`src/rtl/rr_fifo_scheduler.sv`:
```
// rr_fifo_scheduler
//   Moves words from four first-word-fall-through input FIFOs to four output
//   FIFOs over one shared registered bus. Arbitration is round-robin with a
//   per-input burst quantum. The destination of a word is held in its top two
//   bits.
//
// Ports
//   clk, reset          rising-edge clock, asynchronous active-high reset
//   enable              scheduling allowed
//   in_empty[3:0]       input FIFO empty flags
//   in_FIFO_0..3        input FIFO head words
//   out_almost_full     output FIFO almost-full flags (sampled unregistered)
//   pop[3:0]            one-hot pop to input FIFOs (combinational)
//   push[3:0]           one-hot push to output FIFOs (registered)
//   data_out            word for the output FIFOs, valid while push != 0
//   grant_idx           index of the last granted input
//   busy                FSM is in RUN
//
// state | meaning
// ------+-----------------------------------------------------------
// IDLE  | no grants; enters RUN when enabled and any input eligible
// RUN   | one grant per cycle while enabled and something is eligible
module rr_fifo_scheduler #(
  parameter int unsigned BURST_MAX = 2,
  parameter int unsigned DATA_W    = 10
) (
  input  logic              clk,
  input  logic              reset,
  input  logic              enable,
  input  logic [3:0]        in_empty,
  input  logic [DATA_W-1:0] in_FIFO_0,
  input  logic [DATA_W-1:0] in_FIFO_1,
  input  logic [DATA_W-1:0] in_FIFO_2,
  input  logic [DATA_W-1:0] in_FIFO_3,
  input  logic [3:0]        out_almost_full,
  output logic [3:0]        pop,
  output logic [3:0]        push,
  output logic [DATA_W-1:0] data_out,
  output logic [1:0]        grant_idx,
  output logic              busy
);

  typedef enum logic {IDLE = 1'b0, RUN = 1'b1} state_t;

  localparam logic [3:0] BURST_LIM = 4'(BURST_MAX);

  state_t             state_q, state_d;
  logic [1:0]         ptr_q, ptr_d;
  logic [3:0]         burst_q, burst_d;
  logic [3:0]         push_q, push_d;
  logic [DATA_W-1:0]  data_q, data_d;
  logic [1:0]         grant_q, grant_d;

  logic [DATA_W-1:0]  head [4];
  logic [1:0]         dest [4];
  logic [3:0]         eligible;
  logic               any_elig;
  logic [1:0]         g;
  logic [1:0]         idx;
  logic               found;
  logic               grant_vld;
  logic [3:0]         n;

  assign head[0] = in_FIFO_0;
  assign head[1] = in_FIFO_1;
  assign head[2] = in_FIFO_2;
  assign head[3] = in_FIFO_3;

  always_comb begin
    for (int i = 0; i < 4; i++) begin
      dest[i]     = head[i][DATA_W-1 -: 2];
      eligible[i] = !in_empty[i] && !out_almost_full[dest[i]];
    end
  end

  assign any_elig = |eligible;

  // First eligible input searching upward from ptr, wrapping mod 4.
  always_comb begin
    found = 1'b0;
    g     = ptr_q;
    idx   = '0;
    for (int k = 0; k < 4; k++) begin
      idx = ptr_q + 2'(k);
      if (!found && eligible[idx]) begin
        found = 1'b1;
        g     = idx;
      end
    end
  end

  // Entry cycle (still IDLE) never grants; enable gates pop combinationally.
  assign grant_vld = (state_q == RUN) && enable && any_elig;
  assign n         = (g == ptr_q) ? burst_q + 4'd1 : 4'd1;

  always_comb begin
    state_d = state_q;
    ptr_d   = ptr_q;
    burst_d = burst_q;
    push_d  = '0;
    data_d  = data_q;
    grant_d = grant_q;
    pop     = '0;

    case (state_q)
      IDLE: if (enable && any_elig) state_d = RUN;
      RUN:  if (!enable || !any_elig) state_d = IDLE;
      default: state_d = IDLE;
    endcase

    if (grant_vld) begin
      pop     = 4'b0001 << g;
      push_d  = 4'b0001 << dest[g];
      data_d  = head[g];
      grant_d = g;
      // Quantum used up: rotate past this input so the next one gets a turn.
      if (n == BURST_LIM) begin
        ptr_d   = g + 2'd1;
        burst_d = '0;
      end else begin
        ptr_d   = g;
        burst_d = n;
      end
    end
  end

  always_ff @(posedge clk or posedge reset) begin
    if (reset) begin
      state_q <= IDLE;
      ptr_q   <= '0;
      burst_q <= '0;
      push_q  <= '0;
      data_q  <= '0;
      grant_q <= '0;
    end else begin
      state_q <= state_d;
      ptr_q   <= ptr_d;
      burst_q <= burst_d;
      push_q  <= push_d;
      data_q  <= data_d;
      grant_q <= grant_d;
    end
  end

  assign push      = push_q;
  assign data_out  = data_q;
  assign grant_idx = grant_q;
  assign busy      = (state_q == RUN);

endmodule

```
`config.mk`:
```
export PLATFORM = sky130hd
export DESIGN_NAME = rr_fifo_scheduler
export DESIGN_NICKNAME = d
export VERILOG_FILES = /design/src/rtl/rr_fifo_scheduler.sv
export SDC_FILE = /design/constraint.sdc
export NUM_CORES = 1
export LEC_CHECK = 0
export ABC_AREA = 1
export CORE_AREA = 2 2 69 71
export CTS_CLUSTER_DIAMETER = 150
export DETAILED_ROUTE_END_ITERATION = 7
export DIE_AREA = 0 0 71 73
export GPL_TIMING_DRIVEN = 0
export PLACE_DENSITY = 0.79
export RECOVER_POWER = 100
export SLEW_MARGIN = 20
export SYNTH_ARGS = -nofsm -noshare
export SYNTH_HDL_FRONTEND = slang
export SYNTH_SLANG_ARGS = --single-unit
```
`constraint.sdc`:
```
create_clock -name clk -period 3.1 [get_ports clk]
set_clock_uncertainty 0.05 [all_clocks]
set_input_delay 0.62 -clock clk [delete_from_list [all_inputs] [get_ports clk]]
set_output_delay 0.62 -clock clk [all_outputs]
set_load 0.005 [all_outputs]
```
==> flow_metrics.env <==
export IMPL_worst_slack_ps=-6.071
export IMPL_worst_pin_slew_ps=839.9
export IMPL_die_y_um=73
export IMPL_tritoncts="yes"
export IMPL_wl_mm=6.772
export IMPL_ys_ff_latch=23
export IMPL_cpLargestDelayFamily="simple AND/OR/NAND/NOR gates"
export IMPL_start_util_pct=42.65
export IMPL_htree_levels=1
export IMPL_worst_path_max_delay_cell="ha_2"
export IMPL_maxCapViolations=0
export IMPL_grt_max_degree=24
export IMPL_grt_pass1_vias=2238
export IMPL_regArea_sq_um=576.8
export IMPL_clk_latency_ps=260
export IMPL_rsz0062_at_grt="true"
export IMPL_wl_per_cell_um=14.23
export IMPL_drc=0
export IMPL_ant_nets=0
export IMPL_critical_path_class="in -> out"
export IMPL_routed_via_density=5.191
export IMPL_min_period_ps=3106
export IMPL_overflow=0
export IMPL_slew_headroom_pct=43.95
export IMPL_syn_to_final_growth_pct=71.93
export IMPL_drv_slew=0
export IMPL_die_area_sq_mm=0.005183
export IMPL_cp_cell_sequence="clkbuf_4, nand2_1, nand3_2, nand2_4, nand3_4, nand3_1, nand2_1, nand3_4, nand2_1, nand2_1, nand2_2, a21oi_4, buf_6, ha_2, inv_1, nor2_1, buf_2"
export IMPL_hp_class="reg -> reg"
export IMPL_gp_congestion=0.8888
export IMPL_fin_hold_ws_ps=431.7
export IMPL_portBuffers=71
export IMPL_grt_usage_pct=23.03
export IMPL_cts_root_buf="clkbuf_8"
export IMPL_grt_pass1_wl_mm=9.825
export IMPL_ys_types=28
export IMPL_ir_drop_v=0.0006660
export IMPL_fmax_ghz=0.3220
export IMPL_clkSinkCount=23
export IMPL_cp_max_fo=4
export IMPL_antenna_found_initial=0
export IMPL_clk_pin_slew_ps=70
export IMPL_multiInputGateArea_sq_mm=0.001558
export IMPL_violations="negative setup slack"
export IMPL_finalSetupViolCount=2
export IMPL_p_total_mw=3.928
export IMPL_switching_share_pct=51.43
export IMPL_pre_cts_ws_ps=-963.3
export IMPL_end_kind="primary output"
export IMPL_io_pins=72
export IMPL_internal_power_mw=1.908
export IMPL_die_width_um=71
export IMPL_syn_area_sq_mm=0.001934
export IMPL_yosysWarnings=0
export IMPL_insertedDiodeCount=0
export IMPL_syn_nets=373
export IMPL_arrival_ps=2440
export IMPL_power_frac_comb_pct=82.6
export IMPL_rows=25
export IMPL_power_density_mw_per_mm2=1181
export IMPL_drive_above_1_share_pct=34.12
export IMPL_core_region_area_sq_mm=0.004536
export IMPL_vias=2471
export IMPL_seqPwrFrac_pct=12.7
export IMPL_nets=479
export IMPL_period_share_pct=100.2
export IMPL_crit_path_frequent_cell="nand2_1"
export IMPL_slowest_delay_ps=160
export IMPL_dr_pass1_iters=4
export IMPL_synthesis_area_per_instance_sq_um=6.102
export IMPL_critical_path_required_ps=2430
export IMPL_crit_path_start_kind="primary input"
export IMPL_hold_viol=0
export IMPL_layout_commonest_cell="nand2_1"
export IMPL_hold_buffers=0
export IMPL_p_leak_nw=1.681
export IMPL_dp_final_hpwl_mm=4.345
export IMPL_seq_area_frac_synth_pct=29.75
export IMPL_switching_power_mw=2.020
export IMPL_status="finished with violations"
export IMPL_final_cell_mix="nand2_1, clkdlybuf4s50_1, buf_4, nand3_1, dfrtp_1"
export IMPL_p_clk_share_pct=4.7
export IMPL_crit_buf_inv=4
export IMPL_syn_instance_count=317
export IMPL_fillers=333
export IMPL_drt_iter0_markers=187
export IMPL_numCtsBuffers=3
export IMPL_clk_path_buf_depth=2
-- tightest hold or removal path, stage by stage (launching register included) --
cell,delay [ps]
dfrtp_1,350
nand2_1,60
nand2_1,50
-- cell families after synthesis --
kind of cell / share of synthesized area (%)
compound gates: 4.722
fa+ha+maj: 3.234
simple gates: 51.36
flops: 29.75
xor+xnor: 1.747
buf+inv: 9.184
-- synth_stat cells --
| master | instances | area share [%] |
|---|---|---|
| a21oi_2 | 1 | 0.45 |
| buf_4 | 2 | 0.78 |
| nand2_1 | 154 | 30 |
| dfrtp_1 | 23 | 30 |
| xor2_2 | 1 | 0.84 |
| a31o_2 | 1 | 0.45 |
| nand2_4 | 2 | 1.2 |
| a21oi_1 | 3 | 0.78 |
| xnor2_1 | 1 | 0.45 |
| buf_2 | 7 | 1.8 |
| nand4_1 | 1 | 0.32 |
| clkbuf_1 | 1 | 0.19 |
| nand2_2 | 4 | 1.3 |
| a2111oi_0 | 1 | 0.45 |
| inv_2 | 9 | 1.7 |
| nand3_2 | 2 | 1.0 |
| nand3_1 | 52 | 13 |
| ha_1 | 5 | 3.2 |
| a31oi_1 | 1 | 0.32 |
| nor2_2 | 1 | 0.32 |
| buf_6 | 2 | 1.2 |
| o21ai_2 | 1 | 0.45 |
| inv_1 | 18 | 3.5 |
| nor2_1 | 14 | 2.7 |
| xor2_1 | 1 | 0.45 |
| o21ai_1 | 1 | 0.26 |
| o21ai_0 | 6 | 1.6 |
| nor2_4 | 2 | 1.2 |
-- power by group through the flow --
stage	Combinational, mW	Clock, mW	Sequential [mW]
2_1_floorplan	1.68	0	0.489
3_3_place_gp	2.30	0	0.491
3_5_place_dp	2.32	0	0.492
4_1_cts	2.82	0.186	0.489
5_1_grt	3.55	0.196	0.513
6_report	3.24	0.183	0.500
-- repair_timing --
action	4_1_cts	5_1_grt
gates resized for setup	120	51
cloned	0	0
buffers inserted	20	12
pin swaps	28	31
endpoints found under the setup margin	4	4
-- through the flow --
step / instances / cell area (sq um) / util (%) / TNS, ps
after global placement: 442 / 2713 / 59.81 / -4074
after global routing: 476 / 3326 / 73.32 / -377.2
after CTS: 465 / 3070 / 67.70 / 0
after detailed placement: 442 / 2713 / 59.81 / -4158
after floorplan: 317 / 1934 / - / 0
final: 476 / 3326 / 73.32 / -6.859
-- area by class of cell --
| cell class | count | area share (%) |
|---|---|---|
| buffer | 10 | 1.994 |
| inverter | 27 | 3.424 |
| tap | 54 | 2.032 |
| sequential | 23 | 17.34 |
| multi-input combinational | 255 | 46.84 |
| clock buffer | 4 | 1.354 |
| timing repair buffer | 103 | 27.01 |
-- final timing paths --
path / startpoint / to / depth (start not counted) / slack [ps]
setup reg to reg: ptr_q[0] / push[3] / 17 / 460
hold / removal: data_out[8] / data_out[8] / 2 / 430
setup / recovery: out_almost_full[1] / pop[2] / 17 / -6
min in group asynchronous: reset / data_out[9] / 2 / 790
hold reg to reg: data_out[8] / data_out[8] / 2 / 430
max in group asynchronous: reset / ptr_q[1] / 2 / 1640
-- per-layer routing --
metal,up-vias,part of all wire (%),track usage [%]
li1,1206,-,-
met1,1159,42,30.76
met2,96,52,41.33
met3,10,4.9,1.243
met4,0,1.1,5.031
met5,-,0,0
-- state kept, by name, summed over array words and instances (netlist names) --
name       cells
ptr_q          2
busy           1
push           4
grant_idx      2
burst_q        4
data_out      10
No activity file was read; power rests on OpenSTA's default activity.
